<file path="src/rtl/rat_flag_pkg.sv">
// Shared types for the flag/interrupt sequencer: state encoding, flag-effect
// opcode classes and the EXEC-cycle decode of an opcode class.
package rat_flag_pkg;

    localparam int OPC_CLASS_W = 4;

    typedef enum logic [1:0] {
        ST_INIT  = 2'd0,
        ST_FETCH = 2'd1,
        ST_EXEC  = 2'd2,
        ST_INTR  = 2'd3
    } state_t;

    typedef enum logic [OPC_CLASS_W-1:0] {
        OPC_NONE  = 4'd0,
        OPC_CZ    = 4'd1,
        OPC_Z     = 4'd2,
        OPC_C     = 4'd3,
        OPC_SETC  = 4'd4,
        OPC_CLRC  = 4'd5,
        OPC_SEI   = 4'd6,
        OPC_CLI   = 4'd7,
        OPC_RETID = 4'd8,
        OPC_RETIE = 4'd9
    } op_class_t;

    typedef enum logic [1:0] {
        IF_HOLD = 2'd0,
        IF_SET  = 2'd1,
        IF_CLR  = 2'd2
    } i_upd_t;

    typedef struct packed {
        logic c_set;
        logic c_clr;
        logic c_ld;
        logic z_ld;
        logic ld_sel;
    } flg_strobe_t;

    typedef struct packed {
        flg_strobe_t stb;
        i_upd_t      i_upd;
    } op_dec_t;

    function automatic op_dec_t decode_op(input op_class_t opc);
        op_dec_t dec;
        dec = '0;
        dec.i_upd = IF_HOLD;
        case (opc)
            OPC_CZ: begin
                dec.stb.c_ld = 1'b1;
                dec.stb.z_ld = 1'b1;
            end
            OPC_Z:    dec.stb.z_ld  = 1'b1;
            OPC_C:    dec.stb.c_ld  = 1'b1;
            OPC_SETC: dec.stb.c_set = 1'b1;
            OPC_CLRC: dec.stb.c_clr = 1'b1;
            OPC_SEI:  dec.i_upd     = IF_SET;
            OPC_CLI:  dec.i_upd     = IF_CLR;
            // Returns reload C/Z from the shadow copies through the flag mux.
            OPC_RETID, OPC_RETIE: begin
                dec.stb.ld_sel = 1'b1;
                dec.stb.c_ld   = 1'b1;
                dec.stb.z_ld   = 1'b1;
                dec.i_upd      = (opc == OPC_RETIE) ? IF_SET : IF_CLR;
            end
            default: dec = '0;
        endcase
        return dec;
    endfunction

endpackage

</file>
<file path="src/rtl/flag_intr_ctrl_intr_sync.sv">
// External interrupt input: multi-flop synchronizer, rising-edge detect and a
// pending latch that the sequencer clears when it enters the INTR state.
module intr_sync #(
    parameter int SYNC_STAGES = 2
) (
    input  logic CLK,
    input  logic RST,
    input  logic INTR,
    input  logic CLR_PEND,
    output logic PEND
);

    logic [SYNC_STAGES-1:0] sync_q;
    logic [SYNC_STAGES-1:0] sync_d;
    logic                   edge_q;
    logic                   edge_d;
    logic                   pend_q;
    logic                   pend_d;
    logic                   rise;

    always_comb begin
        sync_d    = sync_q << 1;
        sync_d[0] = INTR;
        edge_d    = sync_q[SYNC_STAGES-1];
        rise      = sync_q[SYNC_STAGES-1] & ~edge_q;
        // A new edge in the same cycle as the clear must not be lost.
        pend_d    = rise | (pend_q & ~CLR_PEND);
    end

    always_ff @(posedge CLK) begin
        if (RST) begin
            sync_q <= '0;
            edge_q <= 1'b0;
            pend_q <= 1'b0;
        end else begin
            sync_q <= sync_d;
            edge_q <= edge_d;
            pend_q <= pend_d;
        end
    end

    assign PEND = pend_q;

endmodule

</file>
<file path="src/rtl/flag_intr_ctrl.sv">
// MCU INIT/FETCH/EXEC/INTR sequencer: drives the C/Z flag register strobes,
// owns the interrupt-enable flag and the single-level C/Z shadow copy.
module flag_intr_ctrl
    import rat_flag_pkg::*;
#(
    parameter int SYNC_STAGES = 2,
    parameter int OPC_W       = 4
) (
    input  logic             CLK,
    input  logic             RST,
    input  logic             INTR,
    input  logic [OPC_W-1:0] OP_CLASS,
    input  logic             C_FLAG,
    input  logic             Z_FLAG,
    output logic             FLG_C_SET,
    output logic             FLG_C_CLR,
    output logic             FLG_C_LD,
    output logic             FLG_Z_LD,
    output logic             FLG_LD_SEL,
    output logic             SHAD_C,
    output logic             SHAD_Z,
    output logic             I_FLAG,
    output logic             INTR_ACK,
    output logic [1:0]       STATE
);

    state_t      state_q, state_d;
    logic        i_flag_q, i_flag_d;
    logic        shad_c_q, shad_c_d;
    logic        shad_z_q, shad_z_d;
    logic        pend;
    logic        clr_pend;
    logic        intr_ack;
    op_class_t   opc_e;
    op_dec_t     dec;
    flg_strobe_t stb;

    intr_sync #(
        .SYNC_STAGES (SYNC_STAGES)
    ) u_intr_sync (
        .CLK      (CLK),
        .RST      (RST),
        .INTR     (INTR),
        .CLR_PEND (clr_pend),
        .PEND     (pend)
    );

    // Codes outside the defined class list decode as OPC_NONE.
    always_comb begin
        opc_e = OPC_NONE;
        if (OP_CLASS <= OPC_W'(OPC_RETIE)) begin
            opc_e = op_class_t'(OP_CLASS[OPC_CLASS_W-1:0]);
        end
        dec = decode_op(opc_e);
    end

    always_comb begin
        state_d  = state_q;
        i_flag_d = i_flag_q;
        shad_c_d = shad_c_q;
        shad_z_d = shad_z_q;
        stb      = '0;
        intr_ack = 1'b0;
        clr_pend = 1'b0;

        case (state_q)
            ST_INIT: begin
                stb.ld_sel = 1'b1;
                stb.c_ld   = 1'b1;
                stb.z_ld   = 1'b1;
                state_d    = ST_FETCH;
            end
            ST_FETCH: begin
                state_d = ST_EXEC;
            end
            ST_EXEC: begin
                stb = dec.stb;
                case (dec.i_upd)
                    IF_SET:  i_flag_d = 1'b1;
                    IF_CLR:  i_flag_d = 1'b0;
                    default: i_flag_d = i_flag_q;
                endcase
                // Take decision uses the enable as it stood before this instruction.
                if (pend && i_flag_q) begin
                    state_d  = ST_INTR;
                    clr_pend = 1'b1;
                end else begin
                    state_d = ST_FETCH;
                end
            end
            ST_INTR: begin
                intr_ack = 1'b1;
                shad_c_d = C_FLAG;
                shad_z_d = Z_FLAG;
                i_flag_d = 1'b0;
                state_d  = ST_FETCH;
            end
            default: state_d = ST_INIT;
        endcase

        if (RST) begin
            stb      = '0;
            intr_ack = 1'b0;
            clr_pend = 1'b0;
        end
    end

    always_ff @(posedge CLK) begin
        if (RST) begin
            state_q  <= ST_INIT;
            i_flag_q <= 1'b0;
            shad_c_q <= 1'b0;
            shad_z_q <= 1'b0;
        end else begin
            state_q  <= state_d;
            i_flag_q <= i_flag_d;
            shad_c_q <= shad_c_d;
            shad_z_q <= shad_z_d;
        end
    end

    assign FLG_C_SET  = stb.c_set;
    assign FLG_C_CLR  = stb.c_clr;
    assign FLG_C_LD   = stb.c_ld;
    assign FLG_Z_LD   = stb.z_ld;
    assign FLG_LD_SEL = stb.ld_sel;
    assign SHAD_C     = shad_c_q;
    assign SHAD_Z     = shad_z_q;
    assign I_FLAG     = i_flag_q;
    assign INTR_ACK   = intr_ack;
    assign STATE      = state_q;

endmodule

</file>
<file path="config.mk">
export PLATFORM = sky130hd
export DESIGN_NAME = flag_intr_ctrl
export DESIGN_NICKNAME = d
export VERILOG_FILES = /design/src/rtl/rat_flag_pkg.sv /design/src/rtl/flag_intr_ctrl_intr_sync.sv /design/src/rtl/flag_intr_ctrl.sv
export SDC_FILE = /design/constraint.sdc
export NUM_CORES = 1
export LEC_CHECK = 0
export ABC_AREA = 1
export CAP_MARGIN = 10
export CELL_PAD_IN_SITES_DETAIL_PLACEMENT = 0
export CELL_PAD_IN_SITES_GLOBAL_PLACEMENT = 1
export CORE_MARGIN = 2
export CORE_UTILIZATION = 24
export CTS_CLUSTER_DIAMETER = 120
export DETAILED_ROUTE_END_ITERATION = 12
export PLACE_DENSITY = 0.82
export SYNTH_ARGS = -nofsm -noshare
export SYNTH_HDL_FRONTEND = slang
export SYNTH_SLANG_ARGS = --single-unit
</file>
<file path="constraint.sdc">
create_clock -name CLK -period 0.8 [get_ports CLK]
set_input_delay 0.16 -clock CLK [delete_from_list [all_inputs] [get_ports CLK]]
set_output_delay 0.16 -clock CLK [all_outputs]
set_load 0.005 [all_outputs]
</file>
* Word-level counts from Yosys, hierarchy flattened
Cells that the tools add are included. Widths: inputs -> output; s select.
Storage, ports and cells: flip-flop bits (word level) 9, input bits 9, output and inout port bits 11, word-level logic and storage cells 56
Cells by class: order comparisons 1, eq/ne operators 15, multiplexer cells 20, bitwise operators 5, reduce and logical (&&, ||, !) cells 8
Operator list (count):
- $eq 4x3->1 const B | 4
- $pmux 2 s3 | 2
- $mux 1 | 10
- $eq 4x2->1 const B | 2
- $eq 4x4->1 const B | 2
- $reduce_or 4->1 | 2
- $eq 2x2->1 const B | 3
- $mux 2 | 3
- $pmux 3 s2 | 1
- $mux 5 | 1
- $eq 2x1->1 const B | 2
- $eq 4x1->1 const B | 1
- $le 4x4->1 const B | 1
- $mux 4 | 1
- $pmux 1 s2 | 2
- $reduce_or 2->1 | 2
- $ne 3x1->1 const B | 1
- $and 1x1->1 | 2
- $logic_not 2->1 | 1
- $not 1->1 | 2
- $reduce_and 2->1 | 1
- $reduce_bool 2->1 | 1
- $logic_and 1x1->1 | 1
- $or 1x1->1 | 1

* Depth between registers and ports, before layout
Gate-level depths: netlist (run 1).
depth in word-level cells 8, gate-level depth with buffers 7, gate-level depth less buffers 7

* Hierarchy
A second synthesis (run 1) with hierarchy kept.
Second synthesis, totals: cell total of the unflattened synthesis 74, area total of the unflattened synthesis 483.0 um^2
By module, submodules not included:
- flag_intr_ctrl | instances 1, cells each 58, area each 350.3 um^2, sequential area each 100.1 um^2
- intr_sync | instances 1, cells each 16, area each 132.6 um^2, sequential area each 80.1 um^2

* Worst setup path after synthesis (run 1)
No wires, ideal clock.
path type register -> output, from register state_q[0], in the netlist STATE[0], to output port FLG_C_SET, arrival 0.793 ns, data required time 0.640 ns, slack -0.153 ns, cell stages (with the launch flop) 4, path buffers 0, path through dfxtp_1 nor2_4 nand3_1 nor3_1
Between the ends: longest elaborated chain between the ends 3
Ends and longest elaborated chain:
- from (decl) | RTL line flag_intr_ctrl.sv:27 | state_t state_q, state_d;
- from (signal assigned) | RTL line flag_intr_ctrl.sv:115 | state_q <= state_d;
- $eq 2x2->1 | RTL line flag_intr_ctrl.sv:66 | case (state_q)
- $mux 2 | RTL line flag_intr_ctrl.sv:66
- $mux 5 | RTL line flag_intr_ctrl.sv:101 | if (RST) begin
- to (decl) | RTL line flag_intr_ctrl.sv:15 | output logic FLG_C_SET,
Every way passes these cells.

* Worst setup path after layout (run 1)
from register state_q[0], in the netlist STATE[0], to output port FLG_C_CLR
Between the ends: longest elaborated chain between the ends 3
Ends and longest elaborated chain:
- $eq 2x2->1 | RTL line flag_intr_ctrl.sv:66
- $mux 2 | RTL line flag_intr_ctrl.sv:66
- $mux 5 | RTL line flag_intr_ctrl.sv:101
- to (decl) | RTL line flag_intr_ctrl.sv:16 | output logic FLG_C_CLR,
Every way passes these cells.

==> results.py, run 1 <==
metrics = {
    "route": {
        "number_of_vias_in_the_routed_layout": 600,
        "routedWlPerCell_um": 9.89,
        "viasPerCell": 4.23,
        "drc": 0,
        "drt-initial-drc-count": 3,
        "detail_route.first_pass.iterations": 3,
        "routed_wirelength_um": 1400,
        "antenna_left": 0,
    },
    "logic_synthesis": {
        "synth-edff-count": 0,
        "synthesis.nets": 80,
        "area_share_of_the_largest_cell_type_after_synthesis": 0.374,
        "synth_seq_area_share": 0.374,
        "netlist_top_cells_area": "dfxtp_1 37%, inv_1 8.6%, nand2_1 8.6%",
        "syn-instance-count": 71,
        "ys.warnings.count": 0,
        "synth-main-ff-cell": "dfxtp_1",
        "synth.largest_area_cell": "dfxtp_1",
        "netlist-cell-type-count": 18,
        "synthArstFlopShare": 0,
        "synthesis.area_um2": 482,
        "synth_area_per_cell_um2": 6.78,
        "synth-seq-cells": 9,
        "netlist_top_cells_count": "11 x inv_1, 11 x nand2_1, 11 x nor2_1, 9 x dfxtp_1, 7 x nand3_1",
    },
    "worst_setup_path": {
        "timing.critical_path.depth": 5,
        "critPathBufInv": 2,
        "worstPathCellList": "nor2_4, buf_6, nand3_4, nor3b_2, buf_2",
        "cp_data_required_time_ns": 0.64,
        "cp_slowest_cell": "dfxtp_2",
        "startpoint_type": "register",
        "worst-path-max-fanout": 3,
        "cp-end-kind": "output port",
        "max_stage_delay_ns": 0.33,
        "worst-setup-path-type": "reg -> out",
        "critical_path.top_delay_family": "simple AND/OR/NAND/NOR gates",
        "arrival_ns": 1.18,
        "reg2reg_depth": 7,
    },
    "global_routing": {
        "grt_first_pass_wirelength_um": 2400,
        "grt_pass1_vias": 602,
        "number_of_antenna_violations_at_the_first_check_in_global_routing": 0,
        "globalRoute.totalOverflow": 0,
        "grtUsageTotal": 0.129,
        "grt_max_degree": 9,
    },
    "placement": {
        "dp.final_hpwl_um": 956,
        "dp_cells": 129,
        "gp_routability_congestion": 0.714,
        "dp_worst_setup_slack_ns": -1.08,
        "io_buffers": 19,
    },
    "timing": {
        "fin_hold_ws_ns": 0.401,
        "setup_ws_ns": -0.537,
        "timing.final.setup_violations": 16,
        "final-hold-violation-count": 0,
        "fin_crit_sh": 1.67,
        "worst-slew-pin-transition_ns": 0.209,
        "timing.final.max_slew_violations": 0,
        "final.min_clock_period_ns": 1.34,
        "finClkSkew_ns": 0.00594,
        "timing.fmax_mhz": 748,
        "grt_setup_unrepaired": "yes",
        "max_slew_margin": 0.860,
        "setup_total_negative_slack_ns": -4.46,
    },
    "power": {
        "leakage_nw": 0.472,
        "vdd.ir_drop.worst_v": 0.000859,
        "total_power_mw": 1.17,
        "power_per_cell_area_nw_per_um2": 1190,
    },
    "hold_path": {
        "min_path_cells": 2,
        "timing.hold.worst.class": "reg -> reg",
    },
    "status": {
        "violations": "negative setup slack",
        "outcome": "complete, but fails checks",
    },
    "layout": {
        "finish.cell_count_without_fillers": 142,
        "diodes": 0,
        "area_growth_pct": 103,
        "finish.net_count": 125,
        "fillers": 211,
        "drive_gt1_frac": 0.617,
    },
    "clocking": {
        "latest_clock_arrival_within_the_worst_skew_pair_ns": 0.26,
        "tritoncts": "yes",
        "clock_path_buffers": 2,
        "cts_hold_buf": 0,
        "htree_levels": 1,
        "clock_sink_count": 9,
        "cell_at_the_root_of_the_clock_tree": "clkbuf_4",
        "worst_setup_hold_path_clk_slew_ns": 0.06,
        "numCtsBuffers": 3,
    },
    "floorplanning": {
        "floorplan.die_area_um2": 2380,
        "io-pin-count": 20,
        "die_height_um": 48.8,
        "row_count": 16,
        "start_util": 0.251,
        "coreArea_um2": 1920,
        "fp.dieW_um": 48.8,
    },
    "job": {
        "cap_viol_max_count": 0,
    },
}
[through the flow]
step,util,area [µm²]
2_1_floorplan,-,503
6_report,0.510,980
3_3_place_gp,0.423,813
5_1_grt,0.510,980
4_1_cts,0.501,963
3_5_place_dp,0.423,813
[worst reg2reg max path, stage by stage (launching register included)]
cell      delay (ns)
dfxtp_2         0.33
buf_4           0.15
nand2_4         0.07
buf_6           0.09
buf_6           0.10
clkinv_2        0.05
nor2_1          0.11
nor2_1          0.06
[cell type report]
type                    count  area [µm²]  share of cell area
repair buffers             41         347               0.354
well taps                  27        33.8              0.0345
clock inverters             1        5.00             0.00511
multi-input cells          47         327               0.333
clock buffers               3        22.5              0.0230
inverters                  14        56.3              0.0575
flip-flops and latches      9         189               0.193
[placed cells by master, fill, tap and decap left out, types with 2 or more instances in the layout]
cell type,count
o21ai_2,3
a21oi_2,2
nor2_2,4
dlygate4sd2_1,2
buf_2,8
nor2_1,8
buf_4,15
clkbuf_4,3
inv_1,9
inv_2,3
clkdlybuf4s15_2,4
nand3_1,3
nand2_1,10
dfxtp_1,4
buf_6,9
dfxtp_2,4
nand4_1,2
clkinv_2,2
nor2_4,4
clkdlybuf4s50_1,3
nand3_2,3
[repair_timing]
item | 4_1_cts | 5_1_grt
gates resized for setup | 80 | 9
pin swaps | 10 | 7
setup buffers | 10 | 2
endpoints found under the hold margin | 0 | 0
setup endpoints to repair | 16 | 17
[where the power goes]
group | total (mW) | internal (mW) | switching, mW
registers | 0.486 | 0.470 | 0.0167
logic | 0.344 | 0.187 | 0.156
clock network | 0.338 | 0.184 | 0.154
[flip-flops by register name, summed over array words and instances (netlist names)]
register,cells
STATE,2
u_intr_sync.sync_q,2
I_FLAG,1
SHAD_C,1
SHAD_Z,1
u_intr_sync.PEND,1
u_intr_sync.edge_q,1
[worst paths after layout]
path	startpoint	to	slack, ns
max	STATE[0]	FLG_C_CLR	-0.54
min	u_intr_sync.sync_q[0]	u_intr_sync.sync_q[1]	0.40
max reg2reg	STATE[0]	SHAD_C	-0.27
min reg2reg	u_intr_sync.sync_q[0]	u_intr_sync.sync_q[1]	0.40
[logic make-up after synthesis]
family / Yosys count / share of synthesized area
AND/OR/NAND/NOR: 39 / 0.397
flip-flops: 9 / 0.374
AO/OA/AOI/OAI: 8 / 0.0961
buffers and inverters: 15 / 0.132
[routing by layer]
metal | global-route usage | part of all wire
met1 | 0.119 | 0.36
met2 | 0.267 | 0.58
met3 | 0.0215 | 0.057
met4 | 0.0571 | 0
met5 | 0 | 0
Power figures use the tool's default switching activity.
==> run 2: changes to the inputs <==
--- a/config.mk
+++ b/config.mk
@@ -9,7 +9,7 @@
 export CAP_MARGIN = 10
 export CELL_PAD_IN_SITES_DETAIL_PLACEMENT = 0
 export CELL_PAD_IN_SITES_GLOBAL_PLACEMENT = 1
-export CORE_MARGIN = 2
+export CORE_MARGIN = 1.5
 export CORE_UTILIZATION = 24
 export CTS_CLUSTER_DIAMETER = 120
 export DETAILED_ROUTE_END_ITERATION = 12
@@ -17,3 +17,4 @@
 export SYNTH_ARGS = -nofsm -noshare
 export SYNTH_HDL_FRONTEND = slang
 export SYNTH_SLANG_ARGS = --single-unit
+export TNS_END_PERCENT = 30
==> run 2 against run 1 <==
Against the previous run:
- clock power grew 3%
- largest power group unchanged
- critical path type unchanged
- highest routed layer is now met4
- sequential power is essentially flat
- via count grew 3.2%
- count of clock-buffer cells in the layout is the same
- the flow still finishes with violations (negative setup slack)
- design area shrank 5.7%
- critical endpoint unchanged
- sequential cell count is the same
==> results.py, run 2 (synthesized netlist as in run 1, its figures left out) <==
metrics = {
    "global_routing": {
        "grt_pass1_vias": 573,
        "globalRoute.totalOverflow": 0,
        "number_of_antenna_violations_at_the_first_check_in_global_routing": 0,
        "grt_max_degree": 9,
        "grt_first_pass_wirelength_um": 2090,
        "grtUsageTotal": 0.127,
    },
    "worst_setup_path": {
        "critPathCapture": "FLG_C_CLR",
        "worstPathCellList": "buf_4, nand3_2, nor3b_2, buf_2",
        "setup.worst_path.start": "STATE[1]",
        "worst-path-max-fanout": 3,
        "timing.rr.start": "STATE[1]",
        "worst-setup-path-type": "reg -> out",
        "startpoint_type": "register",
        "max_stage_delay_ns": 0.36,
        "reg2reg_depth": 8,
        "cp_data_required_time_ns": 0.64,
        "critical_path.reg2reg.endpoint": "I_FLAG",
        "arrival_ns": 1.12,
        "cp-end-kind": "output port",
        "cp_slowest_cell": "dfxtp_4",
        "reg2reg_setup_slack_ns": -0.28,
    },
    "timing": {
        "fin_crit_sh": 1.60,
        "timing.final.max_slew_violations": 0,
        "final.min_clock_period_ns": 1.28,
        "grt_setup_unrepaired": "yes",
        "setup_ws_ns": -0.478,
        "worst-slew-pin-transition_ns": 0.172,
        "final-hold-violation-count": 0,
        "timing.final.setup_violations": 17,
        "finClkSkew_ns": 0.00711,
        "max_slew_margin": 0.884,
        "timing.fmax_mhz": 782,
    },
    "clocking": {
        "cell_at_the_root_of_the_clock_tree": "clkbuf_4",
        "worst_setup_hold_path_clk_slew_ns": 0.07,
        "clock_path_buffers": 2,
        "htree_levels": 1,
        "clock_sink_count": 9,
        "tritoncts": "yes",
        "latest_clock_arrival_within_the_worst_skew_pair_ns": 0.26,
        "cts_hold_buf": 0,
        "numCtsBuffers": 3,
    },
    "power": {
        "power_per_cell_area_nw_per_um2": 1250,
        "pwr-share-comb": 0.279,
        "switching_power_mw": 0.318,
        "vdd.ir_drop.worst_v": 0.000967,
        "pwr-share-clk": 0.301,
        "internal-power_mw": 0.833,
        "total_power_mw": 1.15,
        "leakage_nw": 0.464,
        "sequential_fraction_of_design_power": 0.420,
        "sw_frac_of_total": 0.276,
    },
    "floorplanning": {
        "fp.dieW_um": 47.8,
        "row_count": 16,
        "start_util": 0.251,
        "floorplan.die_area_um2": 2280,
        "coreArea_um2": 1920,
        "die_height_um": 47.8,
        "io-pin-count": 20,
    },
    "route": {
        "routed_wirelength_um": 1390,
        "number_of_vias_in_the_routed_layout": 619,
        "drt-initial-drc-count": 4,
        "detail_route.first_pass.iterations": 4,
        "drc": 0,
        "routedWlPerCell_um": 9.51,
        "antenna_left": 0,
        "viasPerCell": 4.24,
    },
    "placement": {
        "placed_area_um2": 820,
        "io_buffers": 19,
        "dp.final_hpwl_um": 901,
        "gp_routability_congestion": 0.755,
    },
    "layout": {
        "finalInstanceArea_um2": 923,
        "fillers": 206,
        "mostFrequentLayoutCell": "buf_4",
        "drive_gt1_frac": 0.563,
        "diodes": 0,
        "finish.net_count": 129,
        "layout_common_cells": "25 x buf_4, 10 x inv_1, 10 x nor2_1, 10 x nand2_1, 8 x buf_2",
        "area_growth_pct": 91.7,
    },
    "job": {
        "cap_viol_max_count": 0,
    },
    "status": {
        "outcome": "complete, but fails checks",
        "violations": "negative setup slack",
    },
    "hold_path": {
        "timing.hold.worst.class": "reg -> reg",
    },
}
run 2: cell count changes in the layout (fill, tap and decap cells not counted), sizes merged:
cell	delta
clkbuf	+2
clkdlybuf4s15	-2
buf	+5
dlygate4sd2	-1
run 2: what timing repair did:
item	in CTS	in global routing
endpoints found under the hold margin	0	0
cloned	0	0
setup endpoints to repair	16	17
setup buffers	10	1
gates resized for setup	57	14
pin swaps	10	4
run 2: layout make-up:
| type | count | area, µm² | area share |
|---|---|---|---|
| repair buffers | 45 | 344 | 0.373 |
| inverters | 14 | 55.1 | 0.0596 |
| flip-flops and latches | 9 | 189 | 0.205 |
| clock inverters | 1 | 5.00 | 0.00542 |
| clock buffers | 3 | 22.5 | 0.0244 |
| well taps | 27 | 33.8 | 0.0366 |
| multi-input cells | 47 | 274 | 0.297 |
run 2: metal layers:
| layer | wire length (µm) | global-route usage | share of wire | vias up |
|---|---|---|---|---|
| li1 | - | - | - | 317 |
| met1 | 531 | 0.129 | 0.38 | 284 |
| met2 | 786 | 0.245 | 0.57 | 16 |
| met3 | 55 | 0.0113 | 0.040 | 2 |
| met4 | 16 | 0.0757 | 0.012 | 0 |
| met5 | 0 | 0 | 0 | - |
run 2: worst min-delay path by stage:
| stage | cells past startpoint | startpoint | endpoint | slack, ns |
|---|---|---|---|---|
| after floorplan | 2 | INTR | u_intr_sync.sync_q[0] | 0.27 |
| after global placement | 1 | u_intr_sync.edge_q | u_intr_sync.PEND | 0.39 |
| after detailed placement | 1 | u_intr_sync.edge_q | u_intr_sync.PEND | 0.40 |
| after CTS | 3 | INTR | u_intr_sync.sync_q[0] | 0.40 |
| after global routing | 3 | RST | STATE[0] | 0.43 |
| final | 1 | u_intr_sync.edge_q | u_intr_sync.PEND | 0.41 |
run 2: power by group through the flow:
stage | registers (mW) | clock network [mW] | logic, mW
2_1_floorplan | 0.497 | 0 | 0.101
3_3_place_gp | 0.494 | 0 | 0.268
3_5_place_dp | 0.494 | 0 | 0.270
4_1_cts | 0.483 | 0.363 | 0.301
5_1_grt | 0.485 | 0.383 | 0.350
6_report | 0.483 | 0.347 | 0.321
run 2: critical path: cells and delay by family, from the launching register on:
| kind | cells | cell delay [ns] |
|---|---|---|
| simple gates | 2 | 0.25 |
| buf+inv | 2 | 0.23 |
| flops | 1 | 0.36 |
run 2: stage by stage:
step	utilization	setup TNS [ns]	cells	worst slack, ns	hold WS, ns
floorplan	-	-0.291	71	-0.0973	0.267
CTS	0.473	-4.90	145	-0.497	0.400
detailed placement	0.426	-9.88	131	-1.07	0.396
global placement	0.426	-9.67	131	-1.04	0.391
global route	0.480	-5.12	146	-0.513	0.426
finish	0.480	-4.35	146	-0.478	0.406
==> run 3: changes to the inputs <==
--- a/config.mk
+++ b/config.mk
@@ -10,10 +10,11 @@
 export CELL_PAD_IN_SITES_DETAIL_PLACEMENT = 0
 export CELL_PAD_IN_SITES_GLOBAL_PLACEMENT = 1
 export CORE_MARGIN = 1.5
-export CORE_UTILIZATION = 24
+export CORE_UTILIZATION = 25
+export CTS_BUF_LIST = sky130_fd_sc_hd__clkbuf_4
 export CTS_CLUSTER_DIAMETER = 120
 export DETAILED_ROUTE_END_ITERATION = 12
-export PLACE_DENSITY = 0.82
+export PLACE_DENSITY = 0.84
 export SYNTH_ARGS = -nofsm -noshare
 export SYNTH_HDL_FRONTEND = slang
 export SYNTH_SLANG_ARGS = --single-unit
==> run 3 against run 2 <==
Against the previous run:
- the flow still finishes with violations (negative setup slack)
- sequential share of layout area increased by 1.2 points
- power fell by 1.0%
- critical path type unchanged
- clock power up 7.8%
==> results.py, run 3 (synthesized netlist as in run 1, its figures left out) <==
metrics = {
    "floorplanning": {
        "die_height_um": 46.9,
        "row_count": 15,
        "coreArea_um2": 1760,
        "fp.dieW_um": 46.9,
        "start_util": 0.273,
        "io-pin-count": 20,
        "floorplan.die_area_um2": 2200,
    },
    "worst_setup_path": {
        "cp_data_required_time_ns": 0.64,
        "worst-setup-path-type": "reg -> out",
        "startpoint_type": "register",
        "setup.worst_path.start": "STATE[0]",
        "worst-path-max-fanout": 2,
        "cp-end-kind": "output port",
        "timing.rr.start": "STATE[1]",
        "arrival_ns": 1.07,
    },
    "route": {
        "routedWlPerCell_um": 9.31,
        "viasPerCell": 4.29,
        "number_of_vias_in_the_routed_layout": 583,
        "detail_route.first_pass.iterations": 3,
        "drc": 0,
        "antenna_left": 0,
        "drt-initial-drc-count": 6,
        "routed_wirelength_um": 1270,
    },
    "layout": {
        "layout_common_cells": "14 x buf_4, 11 x nand2_1, 10 x nor2_1",
        "mostFrequentLayoutCell": "buf_4",
        "fillers": 201,
        "finish.net_count": 121,
        "drive_gt1_frac": 0.495,
        "area_growth_pct": 77.4,
        "finish.utilization": 0.484,
        "diodes": 0,
    },
    "power": {
        "leakage_nw": 0.428,
        "vdd.ir_drop.worst_v": 0.00117,
        "power_per_cell_area_nw_per_um2": 1330,
    },
    "clocking": {
        "clock_sink_count": 9,
        "latest_clock_arrival_within_the_worst_skew_pair_ns": 0.26,
        "worst_setup_hold_path_clk_slew_ns": 0.06,
        "numCtsBuffers": 3,
        "cell_at_the_root_of_the_clock_tree": "clkbuf_4",
        "tritoncts": "yes",
        "cts_hold_buf": 0,
        "clock_path_buffers": 2,
        "htree_levels": 1,
    },
    "job": {
        "cap_viol_max_count": 0,
    },
    "global_routing": {
        "number_of_antenna_violations_at_the_first_check_in_global_routing": 0,
        "grt_pass1_vias": 547,
        "grtUsageTotal": 0.132,
        "grt_max_degree": 9,
        "grt_first_pass_wirelength_um": 2050,
        "globalRoute.totalOverflow": 0,
    },
    "status": {
        "outcome": "complete, but fails checks",
        "violations": "negative setup slack",
    },
    "timing": {
        "timing.fmax_mhz": 812,
        "max_slew_margin": 0.880,
        "timing.final.max_slew_violations": 0,
        "setup_ws_ns": -0.431,
        "setup_total_negative_slack_ns": -4.13,
        "fin_crit_sh": 1.54,
        "finClkSkew_ns": 0.00214,
        "worst-slew-pin-transition_ns": 0.178,
        "final-hold-violation-count": 0,
        "timing.final.setup_violations": 17,
        "final.min_clock_period_ns": 1.23,
        "fin_hold_ws_ns": 0.408,
        "grt_setup_unrepaired": "yes",
    },
    "placement": {
        "dp.final_hpwl_um": 959,
        "gp_routability_congestion": 0.788,
        "io_buffers": 19,
    },
    "hold_path": {
        "timing.hold.worst.class": "reg -> reg",
        "worstHoldStart": "u_intr_sync.edge_q",
    },
}
run 3: cell types whose count changed in the layout (fill, tap and decap cells not counted), moves of 2 or more:
cell             before  now
clkdlybuf4s15_2       2    0
inv_2                 2    4
a21oi_2               3    1
dlygate4sd2_1         1    4
buf_4                25   14
run 3: cell type report:
| class | count | area, µm² | area share |
|---|---|---|---|
| sequential | 9 | 185 | 0.217 |
| clock buffer | 4 | 30.0 | 0.0351 |
| timing repair buffer | 37 | 275 | 0.322 |
| multi-input combinational | 47 | 280 | 0.328 |
| tap | 25 | 31.3 | 0.0366 |
| inverter | 14 | 52.6 | 0.0615 |
run 3: through the flow:
step                instances  power [mW]  cell area (µm²)  worst slack, ns
CTS                       136        1.15              861           -0.471
global placement          127       0.753              802            -1.05
detailed placement        127       0.758              802            -1.05
finish                    136        1.14              855           -0.431
floorplan                  71       0.598              494          -0.0973
global route              136        1.21              855           -0.500
run 3: where the power goes:
group          switching (mW)  internal (mW)
Combinational           0.134          0.148
Sequential             0.0124          0.471
Clock                   0.149          0.225
Total                   0.295          0.845
run 3: worst paths after layout:
path | end | slack, ns | cells past startpoint
setup reg to reg | I_FLAG | -0.25 | 8
setup / recovery | FLG_C_CLR | -0.43 | 4
hold reg to reg | u_intr_sync.PEND | 0.41 | 1
hold / removal | u_intr_sync.PEND | 0.41 | 1
run 3: metal layers:
metal	part of all wire	vias up	global-route usage	wire length, µm
met5	0	-	0	0
met4	0.016	0	0.0833	20
met2	0.52	19	0.247	663
li1	-	303	-	-
met1	0.39	259	0.137	494
met3	0.070	2	0.0154	88
run 3: critical path: stages (launching register included):
cell	delay [ns]
dfxtp_2	0.33
nor2_4	0.10
nand3_2	0.10
nor3b_2	0.16
buf_2	0.13
run 3: what timing repair did:
item | 4_1_cts | 5_1_grt
pin swaps | 8 | 6
setup buffers | 5 | 0
resized for setup | 50 | 14
endpoints found under the setup margin | 16 | 17
